==> config.mk <==
export PLATFORM = sky130hd
export DESIGN_NAME = control_multicycle
export DESIGN_NICKNAME = d
export VERILOG_FILES = /design/src/rtl/control_multicycle.sv
export SDC_FILE = /design/constraint.sdc
export NUM_CORES = 1
export LEC_CHECK = 0
export BUFFER_PORTS_ARGS = -buffer_cell sky130_fd_sc_hd__buf_2
export CAP_MARGIN = 10
export CORE_MARGIN = 4
export CORE_UTILIZATION = 40
export DETAILED_ROUTE_END_ITERATION = 7
export PLACE_DENSITY_LB_ADDON = 0.2
export SETUP_SLACK_MARGIN = 0.15
export SYNTH_ARGS = -nofsm -noshare
export SYNTH_HDL_FRONTEND = slang
export SYNTH_SLANG_ARGS = --single-unit
export TNS_END_PERCENT = 100
==> constraint.sdc <==
create_clock -name clk -period 1.75 [get_ports clk]
set_input_delay 0.0875 -clock clk [delete_from_list [all_inputs] [get_ports clk]]
set_output_delay 0.0875 -clock clk [all_outputs]
set_load 0.02 [all_outputs]
==> src/rtl/control_multicycle.sv <==
// Multicycle control FSM: FETCH/DECODE/EXEC/MEM/WB sequencing with memory timeout.
// Optional macro CONTROL_ILLEGAL_TRAP_EN: illegal opcodes trap instead of acting as NOPs.
module control_multicycle #(
    parameter int TIMEOUT_W = 4,
    parameter bit RV32_ONLY = 1'b0
) (
    input  logic       clk,
    input  logic       rst,
    input  logic [6:0] inst_opcode,
    input  logic       mem_ready,
    output logic       inst_mem_read,
    output logic       ir_write_enable,
    output logic       pc_write_enable,
    output logic       branch_enable,
    output logic       data_mem_read_enable,
    output logic       data_mem_write_enable,
    output logic       regfile_write_enable,
    output logic [1:0] mem_to_reg_sel,
    output logic [1:0] alu_op,
    output logic [1:0] alu_sel_src_a,
    output logic [1:0] alu_sel_src_b,
    output logic       pc_src_sel,
    output logic       illegal_inst,
    output logic       mem_fault,
    output logic [2:0] state
);

    typedef enum logic [2:0] {
        S_FETCH  = 3'd0,
        S_DECODE = 3'd1,
        S_EXEC   = 3'd2,
        S_MEM    = 3'd3,
        S_WB     = 3'd4,
        S_TRAP   = 3'd5,
        S_FAULT  = 3'd6
    } state_t;

    localparam logic [6:0] OPC_LOAD   = 7'b0000011;
    localparam logic [6:0] OPC_STORE  = 7'b0100011;
    localparam logic [6:0] OPC_IMM    = 7'b0010011;
    localparam logic [6:0] OPC_IMM32  = 7'b0011011;
    localparam logic [6:0] OPC_OP     = 7'b0110011;
    localparam logic [6:0] OPC_OP32   = 7'b0111011;
    localparam logic [6:0] OPC_LUI    = 7'b0110111;
    localparam logic [6:0] OPC_AUIPC  = 7'b0010111;
    localparam logic [6:0] OPC_BRANCH = 7'b1100011;
    localparam logic [6:0] OPC_JAL    = 7'b1101111;
    localparam logic [6:0] OPC_JALR   = 7'b1100111;

    localparam logic [TIMEOUT_W-1:0] WAIT_MAX  = '1;
    localparam logic [TIMEOUT_W-1:0] WAIT_LAST = WAIT_MAX - 1'b1;

    state_t               state_q, state_d;
    logic [6:0]           opcode_q, opcode_d;
    logic [TIMEOUT_W-1:0] wait_q, wait_d;
    logic                 fault_q, fault_d;

    logic is_load, is_store, is_imm, is_imm32, is_op, is_op32;
    logic is_lui, is_auipc, is_branch, is_jal, is_jalr, supported;

    assign is_load   = (opcode_q == OPC_LOAD);
    assign is_store  = (opcode_q == OPC_STORE);
    assign is_imm    = (opcode_q == OPC_IMM);
    assign is_imm32  = (opcode_q == OPC_IMM32);
    assign is_op     = (opcode_q == OPC_OP);
    assign is_op32   = (opcode_q == OPC_OP32);
    assign is_lui    = (opcode_q == OPC_LUI);
    assign is_auipc  = (opcode_q == OPC_AUIPC);
    assign is_branch = (opcode_q == OPC_BRANCH);
    assign is_jal    = (opcode_q == OPC_JAL);
    assign is_jalr   = (opcode_q == OPC_JALR);

    assign supported = is_load | is_store | is_imm | is_op | is_lui
                     | is_auipc | is_branch | is_jal | is_jalr
                     | (!RV32_ONLY & (is_imm32 | is_op32));

    // State, latched opcode, wait counter and sticky fault registers.
    always_ff @(posedge clk) begin
        if (rst) begin
            state_q  <= S_FETCH;
            opcode_q <= '0;
            wait_q   <= '0;
            fault_q  <= 1'b0;
        end else begin
            state_q  <= state_d;
            opcode_q <= opcode_d;
            wait_q   <= wait_d;
            fault_q  <= fault_d;
        end
    end

    // Next-state sequencing; a timeout only fires when mem_ready is still low.
    always_comb begin
        state_d  = state_q;
        opcode_d = opcode_q;
        wait_d   = wait_q;
        unique case (state_q)
            S_FETCH: begin
                if (mem_ready) begin
                    opcode_d = inst_opcode;
                    state_d  = S_DECODE;
                end else if (wait_q == WAIT_LAST) begin
                    state_d = S_FAULT;
                end
            end
            S_DECODE: begin
                if (supported) begin
                    state_d = S_EXEC;
                end else begin
`ifdef CONTROL_ILLEGAL_TRAP_EN
                    state_d = S_TRAP;
`else
                    state_d = S_FETCH;
`endif
                end
            end
            S_EXEC: begin
                if (is_load || is_store) begin
                    state_d = S_MEM;
                end else if (is_branch) begin
                    state_d = S_FETCH;
                end else begin
                    state_d = S_WB;
                end
            end
            S_MEM: begin
                if (mem_ready) begin
                    state_d = is_store ? S_FETCH : S_WB;
                end else if (wait_q == WAIT_LAST) begin
                    state_d = S_FAULT;
                end
            end
            S_WB:    state_d = S_FETCH;
            S_TRAP:  state_d = S_TRAP;
            S_FAULT: state_d = S_FAULT;
            default: state_d = S_FETCH;
        endcase
        if (mem_ready || (state_d != state_q)) begin
            wait_d = '0;
        end else if (state_q == S_FETCH || state_q == S_MEM) begin
            wait_d = wait_q + 1'b1;
        end
        fault_d = fault_q | (state_d == S_FAULT);
    end

    // Datapath strobes decoded from state and latched opcode; all low in reset.
    always_comb begin
        inst_mem_read         = 1'b0;
        ir_write_enable       = 1'b0;
        pc_write_enable       = 1'b0;
        branch_enable         = 1'b0;
        data_mem_read_enable  = 1'b0;
        data_mem_write_enable = 1'b0;
        regfile_write_enable  = 1'b0;
        mem_to_reg_sel        = 2'b00;
        alu_op                = 2'b00;
        alu_sel_src_a         = 2'b00;
        alu_sel_src_b         = 2'b00;
        pc_src_sel            = 1'b0;
        illegal_inst          = 1'b0;
        if (!rst) begin
            unique case (state_q)
                S_FETCH: begin
                    inst_mem_read   = 1'b1;
                    ir_write_enable = mem_ready;
                    pc_write_enable = mem_ready;
                    alu_sel_src_a   = 2'b01;
                    alu_sel_src_b   = 2'b10;
                end
                S_DECODE: begin
                    alu_sel_src_a = 2'b11;
                    alu_sel_src_b = 2'b01;
`ifndef CONTROL_ILLEGAL_TRAP_EN
                    illegal_inst  = !supported;
`endif
                end
                S_EXEC: begin
                    unique case (1'b1)
                        is_load, is_store: alu_sel_src_b = 2'b01;
                        is_imm, is_imm32: begin
                            alu_sel_src_b = 2'b01;
                            alu_op        = 2'b10;
                        end
                        is_op, is_op32: alu_op = 2'b10;
                        is_lui: begin
                            alu_sel_src_a = 2'b10;
                            alu_sel_src_b = 2'b01;
                        end
                        is_auipc: begin
                            alu_sel_src_a = 2'b11;
                            alu_sel_src_b = 2'b01;
                        end
                        is_branch: begin
                            alu_op        = 2'b11;
                            branch_enable = 1'b1;
                            pc_src_sel    = 1'b1;
                        end
                        is_jal: begin
                            pc_write_enable = 1'b1;
                            pc_src_sel      = 1'b1;
                        end
                        is_jalr: begin
                            alu_sel_src_b   = 2'b01;
                            pc_write_enable = 1'b1;
                        end
                        default: ;
                    endcase
                end
                S_MEM: begin
                    data_mem_read_enable  = is_load;
                    data_mem_write_enable = is_store;
                end
                S_WB: begin
                    regfile_write_enable = 1'b1;
                    if (is_load) begin
                        mem_to_reg_sel = 2'b01;
                    end else if (is_jal || is_jalr) begin
                        mem_to_reg_sel = 2'b10;
                    end
                end
                S_TRAP:  illegal_inst = 1'b1;
                default: ;
            endcase
        end
    end

    assign mem_fault = fault_q & ~rst;
    assign state     = rst ? 3'd0 : state_q;

endmodule

# --- Word-level counts from Yosys, hierarchy flattened ---
# Index checks and enable logic that the tools add are counted.
op_classes:
  n_addsub: 1
  n_reduce_logical: 12
  n_eq_ne: 20
  bitwise_logic: 13
  mux: 43
ops:
  columns: ["cell", "count"]
  rows:
  - ["equality test 7 x 6 -> 1 bit, second input constant", 4]
  - ["equality test 7 x 5 -> 1 bit, second input constant", 3]
  - ["equality test 7 bit, second input constant", 3]
  - ["two-way mux 3 bit", 7]
  - ["two-way mux 1 bit", 20]
  - ["two-way mux 2 bit", 9]
  - ["case mux 3 bit (6 select lines)", 1]
  - ["equality test 3 bit, second input constant", 4]
  - ["case mux 2 bit (3 select lines)", 2]
  - ["OR 1 bit", 11]
  - ["case mux 2 bit (2 select lines)", 2]
  - ["equality test 7 x 2 -> 1 bit, second input constant", 1]
  - ["OR reduction 7 bit", 1]
  - ["equality test 3 x 2 -> 1 bit, second input constant", 2]
  - ["OR reduction 2 bit", 3]
  - ["adder 4 x 1 -> 4 bit, second input constant", 1]
  - ["equality test 4 bit, second input constant", 1]
  - ["logical OR 1 bit", 4]
  - ["case mux 1 bit (2 select lines)", 2]
  - ["OR reduction 4 bit", 1]
  - ["equality test 3 x 1 -> 1 bit, second input constant", 1]
  - ["logical NOT 3 bit", 1]
  - ["!= test 3 bit", 1]
  - ["AND reduction 2 bit", 1]
  - ["3 further kinds", 3]
word_totals:
  output_inout_bits: 21
  wordCells: 93
  reg_bits: 15
  inputBits: 10

# --- Depth between registers and ports, before layout ---
# Gate-level depths: netlist (run 1).
depth:
  depth_word: 15
  depth_mapped: 6
  depth_no_buf: 6

# --- Worst setup path after synthesis (run 1) ---
# OpenSTA, ideal clock, no wires.
synth_timing:
  path_kind: "register to output"
  start: "register state_q[2]"
  end: "output port alu_op[0]"
  stages_incl_launch_ff: 7
  t_arrival_ns: 2.175
  n_path_buf: 3
  slack_ns: -0.513
  required_time_ns: 1.662
  path_cell_list: "dfxtp_1 -> buf_2 -> or2_2 -> clkbuf_1 -> or2_2 -> nor4_1 -> buf_4"
synth_via:
  elab_chain_cells: 3
synth_rtl:
  columns: ["element", "line_no", "text"]
  rows:
  - ["from (decl)", "53", "state_t state_q, state_d;"]
  - ["from (signal assigned)", "85", "state_q <= state_d;"]
  - ["equality test 3 x 2 -> 1 bit", "162", "unique case (state_q)"]
  - ["two-way mux 2 bit", "162", null]
  - ["two-way mux 2 bit", "161", "if (!rst) begin"]
  - ["to (decl)", "19", "output logic [1:0] alu_op,"]
# Every way passes these cells.

# --- Final worst setup path (run 1) ---
layout_timing:
  start: "register state_q[0]"
  end: "output port alu_sel_src_b[0]"
layout_via:
  elab_chain_cells: 3
  elab_cells_between_ends: 5
  classes_between: "eq/ne: 2; mux: 2; reduce/logical: 1"
layout_rtl:
  columns: ["element", "line_no", "text"]
  rows:
  - ["equality test 3 x 2 -> 1 bit, or another cell as far along", "162", null]
  - ["case mux 2 bit (3 select lines) (*)", "162", null]
  - ["two-way mux 2 bit (*)", "161", null]
  - ["to (decl)", "21", "output logic [1:0] alu_sel_src_b,"]
# Mark *: on every way between the ends. The rest lies on a longest branch, timed or not.

==> results_dict.tcl, run 1 <==
set metrics [dict create \
    post-route-min-period_ns 1.811 \
    timing.hold.worst.class "in2reg" \
    synth_seq_cells 15 \
    die_area_mm2 0.003897 \
    final_hold_viol_count 0 \
    maxSlewViolCount 0 \
    grt_first_pass_wirelength_um 6423 \
    timing.setup.critical_path_class "reg2out" \
    category_of_the_worst_setup_path_capture_point "output pin" \
    grt_setup_unrepaired "true" \
    min_setup_slack_post_route_ns -0.06096 \
    worst_ir_drop_vdd_uv 483.2 \
    p_int_mw 0.6935 \
    synth.distinct_cells 50 \
    finalPower_mw 1.098 \
    seq_area_frac_synth 0.2534 \
    seq_power_share 0.362 \
    grt_util_all_layers 0.2022 \
    synth_flop_cell "sky130_fd_sc_hd__dfxtp_1" \
    drc 0 \
    drt_pre_antenna_iters 4 \
    place.gp.congestion 0.8693 \
    switching_share 0.3684 \
    dpl.hpwl_um 2473 \
    postLayoutCoreUtil 0.6798 \
    run_status "complete, but fails checks" \
    syn2layout_area_growth_pct 60.93 \
    cts_tree "built" \
    start_util 0.4224 \
    coreArea_mm2 0.002805 \
    synthDominantCellAreaShare 0.2534 \
    ff_latch_area_um2 324.1 \
    tritoncts.num_buffers 3 \
    cp_max_fo 6 \
    power.net_switching_mw 0.4045 \
    power_frac_comb 0.451 \
    setup_slack_on_the_worst_flop_to_flop_path_ns -0.01 \
    insertedDiodeCount 0 \
    cts_htree_levels 1 \
    worst_clock_skew_ns 0.004224 \
    port_buffers 30 \
    finalNetCount 225 \
    max_slew_headroom 0.7534 \
    synth.top_cells.by_area "sky130_fd_sc_hd__dfxtp_1 25%, sky130_fd_sc_hd__a21oi_1 5.9%, sky130_fd_sc_hd__nand2_1 5.7%, sky130_fd_sc_hd__nand2b_1 4.2%, sky130_fd_sc_hd__nor3_1 3.8%" \
    gr-total-overflow 0 \
    first_global_vias 1407 \
    drt_iter0_markers 82 \
    cts.clk_slew.worst_paths_ns 0.09 \
    drive_gt1_frac 0.5519 \
    ioPinCount 31 \
    power_per_cell_area_mw_per_mm2 575.9 \
    fmax_mhz 552.2 \
    setup_viol 4 \
    syn_avg_cell_area_um2 7.547 \
    drt-vias-per-instance 5.909 \
    start_kind "flop" \
    route.vias.total 1436 \
    clock-root-buffer "sky130_fd_sc_hd__clkbuf_4" \
    grt_antenna_before_repair 0 \
    post_drt_wl_per_cell_um 16.75 \
    antenna_left 0 \
    synth_edf_count 0 \
    routed_wirelength_um 4071 \
    synth_largest_area_cell "sky130_fd_sc_hd__dfxtp_1" \
    synth.cell_area_mm2 0.001185 \
    chip_height_um 62.43 \
    cts_buffer_depth 2 \
    clock_power_share 0.187 \
    violated_checks "negative setup slack" \
    rows 19 \
    tightest_slew_ns 0.3699 \
    clock_sink_count 15 \
    clk_latency_ns 0.29 \
    final.fill_count 197 \
    ys_async_sr_fraction 0 \
    die_w_um 62.43 \
    synthesis.nets 169 \
    cp_required_ns 1.66 \
    tns_ns -0.1455 \
    post_synth_inst_count 157 \
    worst-endpoint-arrival_ns 1.72 \
    yosysWarningCount 0 \
    max_cap_violations 0 \
    multi_input_area_mm2 0.001008 \
    dp_worst_setup_slack_ns 0.03513 \
    grt_start_max_net_pins 20 \
    fin_crit_sh 1.035 \
    static-leakage-power_nw 0.7597 \
]
[synthesized netlist by cell type, types with 2 or more instances]
master,number
sky130_fd_sc_hd__nor3_1,9
sky130_fd_sc_hd__nor2_1,7
sky130_fd_sc_hd__xnor2_1,4
sky130_fd_sc_hd__a2bb2oi_1,2
sky130_fd_sc_hd__clkbuf_1,5
sky130_fd_sc_hd__buf_4,2
sky130_fd_sc_hd__nand3b_1,2
sky130_fd_sc_hd__nor3_2,2
sky130_fd_sc_hd__nand2b_1,8
sky130_fd_sc_hd__a31oi_1,2
sky130_fd_sc_hd__a211oi_1,2
sky130_fd_sc_hd__buf_2,5
sky130_fd_sc_hd__a21oi_1,14
sky130_fd_sc_hd__nor2_2,2
sky130_fd_sc_hd__nand3_1,6
sky130_fd_sc_hd__inv_1,7
sky130_fd_sc_hd__nand4bb_1,2
sky130_fd_sc_hd__ha_1,2
sky130_fd_sc_hd__nor4_1,3
sky130_fd_sc_hd__dfxtp_1,15
sky130_fd_sc_hd__or2_2,3
sky130_fd_sc_hd__o21a_1,3
sky130_fd_sc_hd__nor2b_1,5
sky130_fd_sc_hd__a311oi_1,2
sky130_fd_sc_hd__nand2_1,18
[power groups by stage]
stage | Sequential [mW] | Combinational [mW] | Clock [mW]
detailed placement | 0.415 | 0.338 | 0
global route | 0.401 | 0.527 | 0.233
CTS | 0.396 | 0.444 | 0.210
floorplan | 0.394 | 0.266 | 0
global placement | 0.412 | 0.333 | 0
finish | 0.398 | 0.495 | 0.205
[flip-flops by register name, summed over array words and instances (netlist names)]
signal and count:
opcode_q 7, wait_q 4, state_q 3, fault_q 1
[layout make-up]
cell class | instances | share of cell area
inverter | 7 | 0.01378
clock buffer | 4 | 0.01378
multi-input combinational | 123 | 0.5289
timing repair buffer | 63 | 0.2533
sequential | 15 | 0.1699
tap | 31 | 0.02034
[timing repair]
item	4_1_cts	5_1_grt
buffers inserted	20	1
gates resized for setup	42	31
endpoints found under the setup margin	18	23
pin swaps	17	6
hold endpoints to repair	0	0
hold buffers	0	0
[stage by stage]
stage / hold WS (ns) / cells / area (um^2)
finish: 0.01775 / 243 / 1907
global route: 0.006612 / 243 / 1907
CTS: 0.01336 / 242 / 1773
detailed placement: 0.3342 / 218 / 1454
global placement: 0.3264 / 218 / 1454
floorplan: 0.2235 / 157 / 1250
[logic make-up after synthesis]
| family | Yosys count | share of synthesized area |
|---|---|---|
| AO/OA/AOI/OAI | 38 | 0.2281 |
| XOR/XNOR | 5 | 0.03696 |
| adder cells (fa/ha/maj) | 3 | 0.02956 |
| buffers and inverters | 19 | 0.07180 |
| flip-flops | 15 | 0.2534 |
| AND/OR/NAND/NOR | 77 | 0.3802 |
[cells in the final DEF (no fill, tap or decap), types with 3 or more instances in the layout]
| cell | n |
|---|---|
| sky130_fd_sc_hd__a21oi_1 | 12 |
| sky130_fd_sc_hd__a21oi_2 | 3 |
| sky130_fd_sc_hd__buf_2 | 17 |
| sky130_fd_sc_hd__buf_4 | 32 |
| sky130_fd_sc_hd__buf_6 | 14 |
| sky130_fd_sc_hd__clkbuf_4 | 3 |
| sky130_fd_sc_hd__dfxtp_1 | 6 |
| sky130_fd_sc_hd__dfxtp_2 | 4 |
| sky130_fd_sc_hd__dfxtp_4 | 5 |
| sky130_fd_sc_hd__inv_1 | 5 |
| sky130_fd_sc_hd__nand2_1 | 17 |
| sky130_fd_sc_hd__nand2b_1 | 6 |
| sky130_fd_sc_hd__nand3_1 | 4 |
| sky130_fd_sc_hd__nor2_1 | 3 |
| sky130_fd_sc_hd__nor2_2 | 4 |
| sky130_fd_sc_hd__nor2b_1 | 3 |
| sky130_fd_sc_hd__nor3_1 | 7 |
| sky130_fd_sc_hd__nor4_4 | 4 |
| sky130_fd_sc_hd__o21a_1 | 3 |
| sky130_fd_sc_hd__or2_4 | 4 |
| sky130_fd_sc_hd__xnor2_1 | 4 |
[path summary, 6_finish.rpt]
path | startpoint | end | cells past startpoint
worst min-delay path | inst_opcode[4] | opcode_q[4]$_SDFFE_PP0P_ | 3
worst max register to register | state_q[1]$_SDFF_PP0_ | wait_q[1]$_SDFFE_PP0P_ | 5
worst min register to register | opcode_q[4]$_SDFFE_PP0P_ | opcode_q[4]$_SDFFE_PP0P_ | 2
worst max-delay path | state_q[0]$_SDFF_PP0_ | alu_sel_src_b[0] | 6
[worst max-delay path, stage by stage (launching register included)]
cell and delay (ns):
sky130_fd_sc_hd__dfxtp_4 0.38, sky130_fd_sc_hd__nand4b_1 0.26, sky130_fd_sc_hd__buf_4 0.20, sky130_fd_sc_hd__buf_6 0.11, sky130_fd_sc_hd__o21bai_1 0.15, sky130_fd_sc_hd__a21oi_1 0.16
sky130_fd_sc_hd__buf_4 0.17
[metal layers]
| metal | global-route usage | up-vias | routed length [um] |
|---|---|---|---|
| li1 | - | 684 | - |
| met1 | 0.2222 | 682 | 1677 |
| met2 | 0.3395 | 56 | 2040 |
| met3 | 0.06475 | 14 | 242 |
| met4 | 0.1185 | 0 | 110 |
| met5 | 0 | - | 0 |
(Power assumes the default switching activity.)
==> inputs of run 2 (changes only) <==
Settings changed: CORE_ASPECT_RATIO set to 0.5, CTS_CLUSTER_DIAMETER set to 60.
==> run 2 against run 1 <==
Effect of this change:
- the flow now finishes without violations
- routed wire length decreased by 2.4%
- fmax is 3.8% higher
- register-to-register slack better by 0.12 ns
- count of clock-buffer cells in the layout stayed put
- cell count grew 3.3%
- global-route usage down 0.85 points
- flip-flop and latch count did not move
- critical path type unchanged
- critical endpoint is now alu_sel_src_a[0]
- largest cell class unchanged
==> results_dict.tcl, run 2 (same netlist as run 1, synthesis figures left out) <==
set metrics [dict create \
    design_area_mm2 0.001897 \
    drive_gt1_frac 0.5467 \
    start_util 0.4362 \
    tightest_slew_ns 0.3875 \
    layout_commonest_cell "sky130_fd_sc_hd__buf_4" \
    first_global_vias 1270 \
    setup_slack_on_the_worst_flop_to_flop_path_ns 0.11 \
    run_status "complete, no violations" \
    insertedDiodeCount 0 \
    timing.hold.worst.class "in2reg" \
    clock-root-buffer "sky130_fd_sc_hd__clkbuf_8" \
    route.vias.total 1402 \
    largest_register_ff_count 7 \
    cts_buffer_depth 2 \
    die_area_mm2 0.003950 \
    postPlaceCellArea_mm2 0.001491 \
    power_frac_comb 0.411 \
    grt_first_pass_wirelength_um 5947 \
    crit_buf_inv 1 \
    start_kind "flop" \
    drt_iter0_markers 88 \
    fin_crit_sh 0.9969 \
    dp_worst_setup_slack_ns 0.05611 \
    coreArea_mm2 0.002716 \
    global_route.peak_usage_layer "met2" \
    max_cap_violations 0 \
    post_drt_wl_per_cell_um 15.83 \
    grt_setup_unrepaired "true" \
    dp_cells 228 \
    worst_ir_drop_vdd_uv 329.5 \
    dpl.hpwl_um 2580 \
    antenna_left 0 \
    fin_cells 251 \
    crit_path_cell_trace "or3b_4 > nor4_4 > nand2b_1 > a21oi_2 > buf_4" \
    fmax_mhz 573.2 \
    p_int_mw 0.7599 \
    chip_height_um 46.49 \
    cts_htree_levels 1 \
    routed_wirelength_um 3974 \
    drt_pre_antenna_iters 4 \
    rows 13 \
    largest_register "opcode_q" \
    maxSlewViolCount 0 \
    grt_antenna_before_repair 0 \
    timing.setup.critical_path_class "reg2out" \
    category_of_the_worst_setup_path_capture_point "output pin" \
    syn2layout_area_growth_pct 60.08 \
    min_setup_slack_post_route_ns 0.005349 \
    grt_start_max_net_pins 17 \
    final_hold_viol_count 0 \
    setup_viol 0 \
    cts.clk_slew.worst_paths_ns 0.06 \
    gr-total-overflow 0 \
    finalNetCount 227 \
    switching_share 0.3491 \
    groute.layer.met2.usage 0.3380 \
    timing.critical_path.slowest_stage_cell "sky130_fd_sc_hd__or3b_4" \
    grt_util_all_layers 0.1937 \
    clock_power_share 0.248 \
    seq_power_share 0.342 \
    die_w_um 84.97 \
    grt_util_met1 0.2348 \
    fin_hold_ws_ns 0.06651 \
    static-leakage-power_nw 0.7590 \
    timing.critical_path.max_delay_family "simple AND/OR/NAND/NOR gates" \
    power.net_switching_mw 0.4076 \
    met3_usage 0.05893 \
    biggestRegsByFlops "opcode_q (7), wait_q (4), state_q (3)" \
    tritoncts.num_buffers 3 \
    cp_max_fo 5 \
    final.fill_count 209 \
    drt-vias-per-instance 5.586 \
    ioPinCount 31 \
    drc 0 \
    clk_latency_ns 0.25 \
    clock_sink_count 15 \
    layout_common_cells "39 x sky130_fd_sc_hd__buf_4, 20 x sky130_fd_sc_hd__buf_2, 16 x sky130_fd_sc_hd__nand2_1" \
    worst_clock_skew_ns 0.001785 \
    max_slew_headroom 0.7397 \
    place.gp.congestion 0.8361 \
    max_stage_delay_ns 0.38 \
    cts_tree "built" \
    worst-endpoint-arrival_ns 1.66 \
    power_per_cell_area_mw_per_mm2 615.5 \
    port_buffers 30 \
    cp_required_ns 1.66 \
    post-route-min-period_ns 1.745 \
]
-- run 2: worst paths after layout --
kind	from	end	cells after the start
worst min-delay path	inst_opcode[5]	opcode_q[5]$_SDFFE_PP0P_	3
worst min register to register	opcode_q[6]$_SDFFE_PP0P_	opcode_q[6]$_SDFFE_PP0P_	2
worst max register to register	state_q[0]$_SDFF_PP0_	wait_q[1]$_SDFFE_PP0P_	5
worst max-delay path	state_q[0]$_SDFF_PP0_	alu_sel_src_a[0]	5
-- run 2: power groups by stage --
| stage | registers (mW) | clock network (mW) | logic, mW |
|---|---|---|---|
| finish | 0.399 | 0.289 | 0.479 |
| global route | 0.403 | 0.308 | 0.518 |
| floorplan | 0.394 | 0 | 0.266 |
| CTS | 0.396 | 0.293 | 0.408 |
| detailed placement | 0.412 | 0 | 0.351 |
| global placement | 0.411 | 0 | 0.347 |
-- run 2: per-stage QoR --
step	util	setup TNS, ns	power, mW
3_5_place_dp	0.5491	0	0.7628
2_1_floorplan	-	0	0.6604
5_1_grt	0.6983	-0.4472	1.228
4_1_cts	0.6186	0	1.097
6_report	0.6983	0	1.168
3_3_place_gp	0.5491	0	0.7582
-- run 2: routing by layer --
metal | routed length (um) | share of wire
met5 | 0 | 0
met4 | 55 | 0.014
met3 | 185 | 0.047
met2 | 2012 | 0.51
met1 | 1720 | 0.43
-- run 2: area by class of cell --
cell class | instances | area, um^2 | share of cell area
Clock buffer | 4 | 45.04 | 0.02375
Multi-Input combinational cell | 123 | 998.5 | 0.5264
Sequential cell | 15 | 320.3 | 0.1689
Inverter | 7 | 26.28 | 0.01385
Timing Repair Buffer | 65 | 460.4 | 0.2427
Tap cell | 37 | 46.29 | 0.02441
-- run 2: repair_timing --
action,4_1_cts,5_1_grt
resized for setup,25,33
hold buffers,0,0
setup endpoints to repair,18,19
pin swaps,8,16
cloned,0,0
buffers inserted,8,11
-- run 2: tightest hold or removal path: stages --
cell                      delay, ns
sky130_fd_sc_hd__buf_2         0.09
sky130_fd_sc_hd__nand2_1       0.04
sky130_fd_sc_hd__a21oi_1       0.05
